===== src/rtl/mem_arbiter_pkg.sv =====
// Shared definitions for the instruction/data memory arbiter: bus width,
// FSM state encoding and pipeline stall vectors.
package mem_arbiter_pkg;

    localparam int RegBus = 32;

    typedef enum logic [1:0] {
        IDLE     = 2'd0,
        IF_BUSY  = 2'd1,
        MEM_BUSY = 2'd2
    } state_t;

    // Stall vector bits: 0 pc, 1 if, 2 id, 3 ex, 4 mem, 5 wb.
    localparam logic [5:0] StallMem = 6'b011111;
    localparam logic [5:0] StallIf  = 6'b000011;
    localparam logic [5:0] NoStall  = 6'b000000;

endpackage


===== src/rtl/mem_arbiter.sv =====
// Arbitrates the fetch (IF) and load/store (MEM) ports onto one registered
// memory bus; MEM has fixed priority and every transaction is bounded by TIMEOUT.
module mem_arbiter
    import mem_arbiter_pkg::*;
#(
    parameter int TIMEOUT = 16
) (
    input  logic              clk,
    input  logic              rst,

    input  logic              if_req_i,
    input  logic [RegBus-1:0] if_addr_i,
    output logic [RegBus-1:0] if_rdata_o,
    output logic              if_ack_o,

    input  logic              mem_req_i,
    input  logic              mem_we_i,
    input  logic [3:0]        mem_sel_i,
    input  logic [RegBus-1:0] mem_addr_i,
    input  logic [RegBus-1:0] mem_wdata_i,
    output logic [RegBus-1:0] mem_rdata_o,
    output logic              mem_ack_o,

    output logic              bus_ce_o,
    output logic              bus_we_o,
    output logic [3:0]        bus_sel_o,
    output logic [RegBus-1:0] bus_addr_o,
    output logic [RegBus-1:0] bus_wdata_o,
    input  logic [RegBus-1:0] bus_rdata_i,
    input  logic              bus_ready_i,

    output logic [5:0]        stall_o,
    output logic              err_o
);

    localparam int CNT_W = (TIMEOUT > 2) ? $clog2(TIMEOUT) : 1;
    localparam logic [CNT_W-1:0] CNT_LAST = CNT_W'(TIMEOUT - 1);

    state_t           state;
    logic [CNT_W-1:0] wait_cnt;
    logic             busy;
    logic             timeout;

    assign busy    = (state == IF_BUSY) || (state == MEM_BUSY);
    assign timeout = busy && !bus_ready_i && (wait_cnt == CNT_LAST);

    always_ff @(posedge clk) begin
        if (rst) begin
            state       <= IDLE;
            wait_cnt    <= '0;
            bus_ce_o    <= 1'b0;
            bus_we_o    <= 1'b0;
            bus_sel_o   <= '0;
            bus_addr_o  <= '0;
            bus_wdata_o <= '0;
            if_ack_o    <= 1'b0;
            mem_ack_o   <= 1'b0;
            err_o       <= 1'b0;
            if_rdata_o  <= '0;
            mem_rdata_o <= '0;
        end else begin
            if_ack_o  <= 1'b0;
            mem_ack_o <= 1'b0;
            err_o     <= 1'b0;
            case (state)
                IDLE: begin
                    wait_cnt <= '0;
                    // A requester whose ack is showing is still holding req; it must not be re-granted.
                    if (mem_req_i && !mem_ack_o) begin
                        state       <= MEM_BUSY;
                        bus_ce_o    <= 1'b1;
                        bus_we_o    <= mem_we_i;
                        bus_sel_o   <= mem_sel_i;
                        bus_addr_o  <= mem_addr_i;
                        bus_wdata_o <= mem_wdata_i;
                    end else if (if_req_i && !if_ack_o) begin
                        state       <= IF_BUSY;
                        bus_ce_o    <= 1'b1;
                        bus_we_o    <= 1'b0;
                        bus_sel_o   <= 4'b1111;
                        bus_addr_o  <= if_addr_i;
                        bus_wdata_o <= '0;
                    end
                end
                IF_BUSY, MEM_BUSY: begin
                    if (bus_ready_i || timeout) begin
                        state    <= IDLE;
                        bus_ce_o <= 1'b0;
                        err_o    <= !bus_ready_i;
                        if (state == IF_BUSY) begin
                            if_ack_o   <= 1'b1;
                            if_rdata_o <= bus_ready_i ? bus_rdata_i : '0;
                        end else begin
                            mem_ack_o <= 1'b1;
                            // Stores never disturb the last load result.
                            if (!bus_we_o) begin
                                mem_rdata_o <= bus_ready_i ? bus_rdata_i : '0;
                            end
                        end
                    end else begin
                        wait_cnt <= wait_cnt + 1'b1;
                    end
                end
                default: begin
                    state    <= IDLE;
                    bus_ce_o <= 1'b0;
                end
            endcase
        end
    end

    always_comb begin
        stall_o = NoStall;
        if (rst) begin
            stall_o = NoStall;
        end else if (mem_req_i && !mem_ack_o) begin
            stall_o = StallMem;
        end else if (if_req_i && !if_ack_o) begin
            stall_o = StallIf;
        end
    end

endmodule


===== config.mk =====
export PLATFORM = sky130hd
export DESIGN_NAME = mem_arbiter
export DESIGN_NICKNAME = d
export VERILOG_FILES = /design/src/rtl/mem_arbiter_pkg.sv /design/src/rtl/mem_arbiter.sv
export SDC_FILE = /design/constraint.sdc
export NUM_CORES = 1
export LEC_CHECK = 0
export ABC_AREA = 1
export CAP_MARGIN = 20
export CORE_MARGIN = 2
export CORE_UTILIZATION = 37
export DETAILED_ROUTE_END_ITERATION = 8
export HOLD_SLACK_MARGIN = 0.08
export PLACE_DENSITY_LB_ADDON = 0.05
export SKIP_LAST_GASP = 1
export SYNTH_ARGS = -nofsm -noshare
export SYNTH_HDL_FRONTEND = slang
export SYNTH_SLANG_ARGS = --single-unit

===== constraint.sdc =====
create_clock -name clk -period 1.59 [get_ports clk]
set_input_delay 0.2385 -clock clk [delete_from_list [all_inputs] [get_ports clk]]
set_output_delay 0.2385 -clock clk [all_outputs]
set_load 0.02 [all_outputs]

# Word-level counts from Yosys, hierarchy flattened
# Index checks and enable logic that the tools add are counted.
word_totals:
  regBits: 143
  latchBits: 0
  ramBits: 0
  romBits: 0
  in_bits: 138
  out_inout_bits: 143
  wordCells: 66
  n_memories: 0
op_classes:
  add_sub_neg: 1
  multipliers: 0
  div_mod_pow: 0
  n_lt_le_gt_ge: 0
  n_eq_ne: 6
  n_shift: 0
  muxes: 24
  bitwise: 4
  n_reduce_logical: 19
ops:
  columns: ["operator", "count"]
  rows:
  - ["32-bit 2-to-1 mux", 5]
  - ["4-bit 2-to-1 mux", 3]
  - ["5-bit 2-to-1 mux", 2]
  - ["2-bit 2-to-1 mux", 4]
  - ["4-bit one-hot mux with 2 select lines", 1]
  - ["1-bit 2-to-1 mux", 7]
  - ["2-bit AND reduction", 3]
  - ["4-bit by 1-bit adder with 4-bit output (second input constant)", 1]
  - ["4-bit == test (second input constant)", 1]
  - ["1-bit logical AND", 4]
  - ["2-bit != test (second input constant)", 2]
  - ["1-bit NOT", 4]
  - ["2-bit one-hot mux with 2 select lines", 1]
  - ["4-bit AND reduction", 1]
  - ["2-bit nonzero test", 2]
  - ["1-bit zero test", 3]
  - ["3-bit != test (second input constant)", 1]
  - ["3-bit AND reduction", 1]
  - ["3-bit OR reduction", 1]
  - ["2-bit by 1-bit == test with 1-bit output (second input constant)", 1]
  - ["2-bit == test (second input constant)", 1]
  - ["2-bit zero test", 1]
  - ["1-bit logical OR", 2]
  - ["1-bit one-hot mux with 2 select lines", 1]
  - ["2-bit OR reduction", 1]

# Depth between registers and ports, before layout
# Gate-level depths: netlist of run 1.
logic_depth:
  word_depth: 7
  depth_mapped: 9
  depth_no_buf: 8

# Least setup slack after synthesis of run 1
# OpenSTA, ideal clock, no wires.
synth_path:
  path_type: "register to output"
  startpoint: "register mem_ack_o"
  endpoint: "output port stall_o[1]"
  t_arrival_ps: 1467
  required_ps: 1351
  slack_ps: -115
  stages_incl_launch_ff: 7
  n_path_buf: 3
  path_cell_list: "dfxtp_1 inv_1 nand2_1 buf_2 buf_1 a21oi_1 buf_4"
synth_via:
  elab_chain_len: 4
synth_rtl:
  columns: ["element", "line", "text"]
  rows:
  - ["from (decl)", "mem_arbiter.sv:22", "output logic mem_ack_o,"]
  - ["from (signal assigned)", "mem_arbiter.sv:57", "mem_ack_o <= 1'b0;"]
  - ["from (signal assigned)", "mem_arbiter.sv:63", "mem_ack_o <= 1'b0;"]
  - ["from (signal assigned)", "mem_arbiter.sv:94", "mem_ack_o <= 1'b1;"]
  - ["1-bit zero test", "mem_arbiter.sv:116", "end else if (mem_req_i && !mem_ack_o) begin"]
  - ["1-bit logical AND", "mem_arbiter.sv:116", null]
  - ["5-bit 2-to-1 mux", "mem_arbiter.sv:116", null]
  - ["5-bit 2-to-1 mux", "mem_arbiter.sv:114", "if (rst) begin"]
  - ["to (decl)", "mem_arbiter.sv:32", "output logic [5:0] stall_o,"]
# No other way between the ends.

# Worst setup path in the final report of run 1
layout_path:
  startpoint: "register wait_cnt[0]"
  endpoint: "register if_rdata_o[4]"
layout_via:
  elab_chain_len: 4
layout_rtl:
  columns: ["element", "line", "text"]
  rows:
  - ["from (decl)", "mem_arbiter.sv:40", "logic [CNT_W-1:0] wait_cnt;"]
  - ["from (signal assigned)", "mem_arbiter.sv:101", "wait_cnt <= wait_cnt + 1'b1;"]
  - ["4-bit == test", "mem_arbiter.sv:45", "assign timeout = busy && !bus_ready_i && (wait_cnt == CNT_LAST);"]
  - ["1-bit logical AND", "mem_arbiter.sv:45", null]
  - ["1-bit logical OR", "mem_arbiter.sv:86", "if (bus_ready_i || timeout) begin"]
  - ["3-bit AND reduction (no source line)", null, null]
  - ["to (signal assigned)", "mem_arbiter.sv:92", "if_rdata_o <= bus_ready_i ? bus_rdata_i : '0;"]
  - ["to (decl)", "mem_arbiter.sv:13", "output logic [RegBus-1:0] if_rdata_o,"]
# No other way between the ends.
# A chain may end at the register's enable or synchronous reset.

==> results.md, run 1 <==
* Seq cells post-synth at 143
* Startpoint kind of the worst setup timing path: register
* H-tree depth at 4
* Number of instances in the placed design at between 1000 and 1500
* Worst-case register-to-register setup slack at 60 ps
* First-pass GRT wire length at ~30 mm
* Via count at ~6500
* Die boundary height at 132 microns
* Number of global-route vias before repair at 5988
* Number of antenna violations at the first check in global routing at 0
* Starting density of the core at roughly two fifths
* Routed length per instance at around 14 microns
* Final-layout fill cell count at between 1500 and 2000
* Overall global routing resource usage at 21.5%
* Post-detailed-route DRC marker count at 0
* Pin count of the biggest net entering global routing at 58
* Mean instance size in the synthesized netlist at ~7 sq um
* Syn_nets at ~1000
* Number of buffers created by CTS at 17
* Min cycle time layout at about 1500 ps
* Portion of the post-synthesis area used by sequential elements at ~47%
* Post-Synthesis Cells at 882
* Setup-violating endpoint count in the final report at 0
* Cell at the root of the clock tree: clkbuf_16
* Number of distinct library cell variants in the gate-level netlist after synthesis at 20
* Capture instance of the worst register-to-register path: if_rdata_o[4]
* Gr ovfl total at 0
* Worst Hold Class: in -> reg
* Number of max-capacitance violations reported at 0
* Fraction of post-synthesis cell area in the top cell type by area at around 47%
* Element type at the critical path end: register
* Clock sink count at 143
* Worst setup path class: reg -> reg
* Final Non-Filler Cells at between 1000 and 1500
* Initial DRC Count at 330
* Top-level port count at between 200 and 300
* WHS at 367 ps
* Power density normalized to cell area at between 1000 and 1500 nW/um^2
* Count of final hold-check violations at 0
* Cts hold-fix bufs at 0
* Leakage at roughly 4.8 nW
* Maximum vdd ir drop at 857 uV
* Floorplan row count at 46
* Required time worst endpoint at around 1900 ps
* Maximum operating frequency at about 650 MHz
* Area taken by flip-flops and latches at around 2900 sq um
* Library cell with the largest summed area after synthesis: dfxtp_1
* R2R depth at 9
* Biggest fanout along the worst timing path at 10
* Multi-input gate area at ~2800 sq um
* Diode count at 0
* Synth warnings at 0
* Area added between synthesis and finish at 65.9%
* Sum of routed wire length over all layers at 19.2 mm
* Final worst-path cycle share at 96.1%
* Hold endpoint: bus_wdata_o[14]
* Largest clock skew in the final design at between 10 and 15 ps
* Slew Limit Fails at 0
* Average via count per standard cell at between 4 and 5
* Gpl congestion at ~0.8
* Clock buffer depth at 2
* Finished Core Util at a little over three fifths
* Half-perimeter wire length after detailed placement at 13.1 mm
* Share of post-route cells with drive strength above 1 at about a tenth
* Core box area at between 15000 and 20000 sq um
* Worst Setup Slack post-DPL at -363 ps
* Outcome: finished, final reports clean
* Unrepaired setup endpoints after global routing: true
* Clock tree from TritonCTS: yes
* Horiz. Die Dim at roughly 130 microns
* Cell types with the largest area share after synthesis: dfxtp_1 47%, nand2_1 17%, a21oi_1 11%
* Latest clock arrival within the worst-skew pair at approximately 420 ps
* Count of TritonRoute iterations in the first routing pass at 5
* Number of buffers inserted by port buffering at 279
* Hold Crit Start: mem_wdata_i[14]
* DIE AREA at roughly 17000 sq um
* Cell depth of the worst min-delay path at 3
* Antenna Nets Post-Route at 0
* Number of nets in the finished design at roughly 1300
* Final worst slack at around 62 ps
* Arrival time worst endpoint at 1840 ps
* R2R Path Start: wait_cnt[0]
* Clock-pin slew on the worst setup and hold paths at 60 ps
* Cell area after synthesis at a little over 6000 sq um
## per-layer routing
layer  vias up  share of wire (%)  track usage (%)  wire length, microns
li1       3408                  -                -                     -
met1      2855                 41             25.1                  7930
met2       208                 49             35.7                  9380
met3        20                7.9             8.19                  1520
met4         0                1.9             8.09                   364
met5         -                  0                0                     0
## placed cells by master, fill, tap and decap left out, types with 3 or more instances in the layout
master	synthesis	final
clkbuf_16	0	21
inv_1	22	18
buf_4	10	34
dlygate4sd2_1	0	137
buf_12	0	18
nor2_1	111	109
nand2_1	279	277
clkinvlp_4	0	3
o21ai_0	38	37
buf_2	15	3
a21oi_1	135	134
nand3_1	70	69
dfxtp_1	143	140
clkinv_2	0	5
inv_2	1	5
dfxtp_2	0	3
clkdlybuf4s50_1	0	137
## state kept, by name (all words and copies together) (netlist names), 2 cells and up
name         cells
bus_addr_o      32
state            2
mem_rdata_o     32
if_rdata_o      32
bus_wdata_o     32
bus_sel_o        4
wait_cnt         4
## layout make-up
class | instances | area share (%)
clock buffer | 20 | 4.54
clock inverter | 11 | 1.16
inverter | 23 | 0.858
multi-input combinational | 642 | 28.2
sequential | 143 | 28.5
tap | 216 | 2.69
timing repair buffer | 340 | 34.1
## worst max path at each step
stage	depth (start not counted)	end	startpoint	slack, ps
6_report	9	if_rdata_o[4]	wait_cnt[0]	60
5_1_grt	9	if_rdata_o[17]	wait_cnt[0]	-20
4_1_cts	4	stall_o[2]	mem_ack_o	-100
3_5_place_dp	4	stall_o[2]	mem_req_i	-360
3_3_place_gp	4	stall_o[2]	mem_req_i	-370
2_1_floorplan	6	stall_o[1]	mem_ack_o	-30
## cells by family after synthesis
family / synth area share, %
buffers and inverters: 7.31
DFF: 47.2
AOI/OAI and AO/OA: 14.6
and+or+nand+nor: 30.2
adders and majority gates: 0.619
other: 0.0619
## power breakdown
| group | total, mW | internal, mW | switching, mW |
|---|---|---|---|
| sequential | 4.21 | 4.01 | 0.202 |
| clock | 3.88 | 2.37 | 1.51 |
| combinational | 3.84 | 1.75 | 2.09 |
## synthesized netlist by cell type, drive strengths merged
cell / instances
conb: 1
nor2: 112
nand2: 280
buf: 35
o21ai: 38
dfxtp: 143
nand4: 1
ha: 3
nand3: 70
a21boi: 1
a21oi: 136
inv: 23
clkbuf: 39
## through the flow
step	total power [mW]	TNS (ps)	instance area (sq um)
6_report	11.9	0	10100
5_1_grt	12.6	-113	10100
4_1_cts	11.9	-803	9890
3_5_place_dp	8.17	-23050	9380
3_3_place_gp	8.16	-21940	9380
2_1_floorplan	6.27	-28.5	6070
## worst max-delay path, stage by stage, from the launching register on
cell,delay [ps]
dfxtp_1,370
ha_4,170
nand3_4,90
a21oi_4,190
buf_12,150
buf_12,140
buf_6,140
nand3_1,70
nand2_1,70
nor2_1,30
## timing repair
action / 4_1_cts / 5_1_grt
cloned: 3 / 4
hold endpoints to repair: 0 / 0
endpoints found under the setup margin: 147 / 99
pin swaps: 0 / 3
resized for setup: 153 / 21
buffers inserted: 1 / 3
Power figures use the tool's default switching activity.
==> run 2: changes to the inputs <==
Settings changed: ABC_CLOCK_PERIOD_IN_PS set to 1590, PLACE_DENSITY_LB_ADDON 0.05 to 0.25.
==> results.md, run 2 (synthesis results as in run 1) <==
* Sum of routed wire length over all layers at 19.9 mm (was 19.2 mm)
* Leakage at 4.81 nW (was 4.80 nW)
* Biggest fanout along the worst timing path at 6 (was 10)
* Floorplan row count at 46 (unchanged)
* Diode count at 0 (unchanged)
* Number of cells on the critical path at 9 (unchanged)
* First-pass GRT wire length at 30.8 mm (was 30.5 mm)
* Core box area at 15900 sq um (unchanged)
* Gpl congestion at 0.779 (was 0.799)
* Latest clock arrival within the worst-skew pair at 420 ps (about the same)
* Startpoint kind of the worst setup timing path: register (unchanged)
* Number of buffer and inverter stages on the critical path at 4 (was 3)
* Slew Limit Fails at 0 (unchanged)
* Number of buffers created by CTS at 17 (unchanged)
* Largest clock skew in the final design at 8.93 ps (was 10.7 ps)
* Finished Core Util at 63.7% (was 63.1%)
* Count of final hold-check violations at 0 (unchanged)
* Clock sink count at 143 (unchanged)
* Worst-case register-to-register setup slack at 20 ps (was 60 ps)
* Outcome: finished, final reports clean (unchanged)
* Half-perimeter wire length after detailed placement at 13.5 mm (was 13.1 mm)
* Worst setup path class: reg -> reg (unchanged)
* Antenna Nets Post-Route at 0 (unchanged)
* Maximum operating frequency at 636 MHz (was 654 MHz)
* Clock tree from TritonCTS: yes (unchanged)
* Most used cells in the layout excluding fill and tap cells: 274 x nand2_1, 139 x dfxtp_1, 137 x clkdlybuf4s50_1, 137 x dlygate4sd2_1, 134 x a21oi_1 (was 277 x nand2_1, 140 x dfxtp_1, 137 x clkdlybuf4s50_1, 137 x dlygate4sd2_1, 134 x a21oi_1)
* Number of buffers inserted by port buffering at 279 (unchanged)
* Number of global-route vias before repair at 6175 (was 5988)
* Share of post-route cells with drive strength above 1 at 11.3% (was 9.84%)
* Die boundary height at 132 microns (unchanged)
* R2R Path Start: state[1] (was wait_cnt[0])
* CP dominant cell by count: clkbuf_16 (was buf_12)
* Routed length per instance at 14.3 microns (was 13.8 microns)
* Maximum cell stage delay along the critical path at 330 ps (was 370 ps)
* Hold Crit Start: mem_wdata_i[23] (was mem_wdata_i[14])
* Gr ovfl total at 0 (unchanged)
* Post-detailed-route DRC marker count at 0 (unchanged)
* Standard cell with the maximum stage delay on the critical path: dfxtp_2 (was dfxtp_1)
* Top-level port count at 281 (unchanged)
* Arrival time worst endpoint at 1890 ps (was 1840 ps)
* Via count at 6641 (was 6491)
* Average via count per standard cell at 4.76 (was 4.65)
* Capture instance of the worst register-to-register path: if_rdata_o[14] (was if_rdata_o[4])
* Cell type group with the largest total delay on the critical path: buffers and inverters (unchanged)
* Area added between synthesis and finish at 67.5% (was 65.9%)
* Setup-violating endpoint count in the final report at 0 (unchanged)
* Clock buffer depth at 2 (unchanged)
* Fin Setup TNS at 0 ps (unchanged)
* Cell depth of the worst min-delay path at 3 (unchanged)
* Worst path cell trace: inv_2 -> ha_4 -> inv_4 -> a21oi_4 -> clkbuf_16 -> clkbuf_16 -> nand3_1 -> nand2_1 -> nor2_1 (was ha_4 -> nand3_4 -> a21oi_4 -> buf_12 -> buf_12 -> buf_6 -> nand3_1 -> nand2_1 -> nor2_1)
* Min cycle time layout at 1570 ps (was 1530 ps)
* Worst Hold Class: in -> reg (unchanged)
* H-tree depth at 4 (unchanged)
* Total Power at 12.2 mW (was 11.9 mW)
* Number of nets in the finished design at 1307 (was 1308)
* Unrepaired setup endpoints after global routing: true (unchanged)
* Overall global routing resource usage at 21.7% (was 21.5%)
* Cts hold-fix bufs at 0 (unchanged)
* Final-layout fill cell count at 1466 (was 1578)
* Number of max-capacitance violations reported at 0 (unchanged)
* Hold endpoint: bus_wdata_o[23] (was bus_wdata_o[14])
* Initial DRC Count at 543 (was 330)
* Worst Setup SP: state[1] (was wait_cnt[0])
* Horiz. Die Dim at 132 microns (unchanged)
* Final worst-path cycle share at 98.9% (was 96.1%)
* Power density normalized to cell area at 1200 nW/um^2 (was 1190 nW/um^2)
* Count of TritonRoute iterations in the first routing pass at 5 (unchanged)
* Pin count of the biggest net entering global routing at 67 (was 58)
* DIE AREA at 17400 sq um (unchanged)
* Clock-pin slew on the worst setup and hold paths at 70 ps (was 60 ps)
* Starting density of the core at 38.0% (unchanged)
* Maximum vdd ir drop at 811 uV (was 857 uV)
* Required time worst endpoint at 1910 ps (was 1900 ps)
* Cell at the root of the clock tree: clkbuf_16 (unchanged)
* Most common cell after layout, fill and taps aside: nand2_1 (unchanged)
* Element type at the critical path end: register (unchanged)
* Number of antenna violations at the first check in global routing at 0 (unchanged)
* R2R depth at 9 (unchanged)
## run 2: cell count changes in the layout (fill, tap and decap cells not counted), moves of 3 or more
| cell | change |
|---|---|
| nand3_2 | +12 |
| clkbuf_16 | +3 |
| clkinv_2 | -3 |
| nand2_1 | -3 |
| inv_6 | +4 |
| nand3_1 | -11 |
| buf_4 | -4 |
## run 2: area by class of cell
type                    count  area [sq um]  share of cell area (%)
repair buffers            339          3420                    33.7
inverters                  23          88.8                   0.875
clock buffers              17           425                    4.19
clock inverters            15           184                    1.81
multi-input cells         642          2900                    28.5
flip-flops and latches    143          2870                    28.2
well taps                 216           270                    2.66
## run 2: worst max path at each step
stage and to:
6_report if_rdata_o[14], 5_1_grt if_rdata_o[12], 4_1_cts stall_o[4], 3_5_place_dp stall_o[4], 3_3_place_gp stall_o[2], 2_1_floorplan stall_o[1]
## run 2: stage by stage
step                hold WS [ps]  instance area, sq um  setup slack, ps  std cells
finish                       376                 10200             18.2       1395
global route                 376                 10200            -58.8       1395
CTS                          360                  9830             -138       1386
detailed placement           453                  9400             -296       1354
global placement             445                  9400             -301       1354
floorplan                    386                  6070            -28.5        882
## run 2: report_power, final
group,switching (mW),total (mW),internal [mW]
sequential,0.201,4.21,4.01
clock,1.63,4.12,2.49
combinational,2.14,3.85,1.71
total,3.98,12.2,8.20
## run 2: metal layers
| layer | global-route usage (%) | routed length (microns) |
|---|---|---|
| met5 | 0 | 0 |
| met4 | 7.91 | 437 |
| met3 | 6.61 | 1540 |
| met2 | 36.5 | 9660 |
| met1 | 26.1 | 8280 |
## run 2: what timing repair did
action,4_1_cts,5_1_grt
resized for setup,148,44
endpoints found under the setup margin,142,98
gates cloned,0,7
pin swaps,0,20
setup buffers,0,2
## run 2: worst reg2reg max path, cell delays in order, from the launching register on
cell	delay (ps)
dfxtp_2	330
inv_2	50
ha_4	270
inv_4	40
a21oi_4	240
clkbuf_16	240
clkbuf_16	150
nand3_1	60
nand2_1	70
nor2_1	30
==> run 3: changes to the inputs <==
Settings changed: SLEW_MARGIN set to 20.
==> results of run 3 <==
The final DEF is identical to that of run 2; final timing and power are the same.
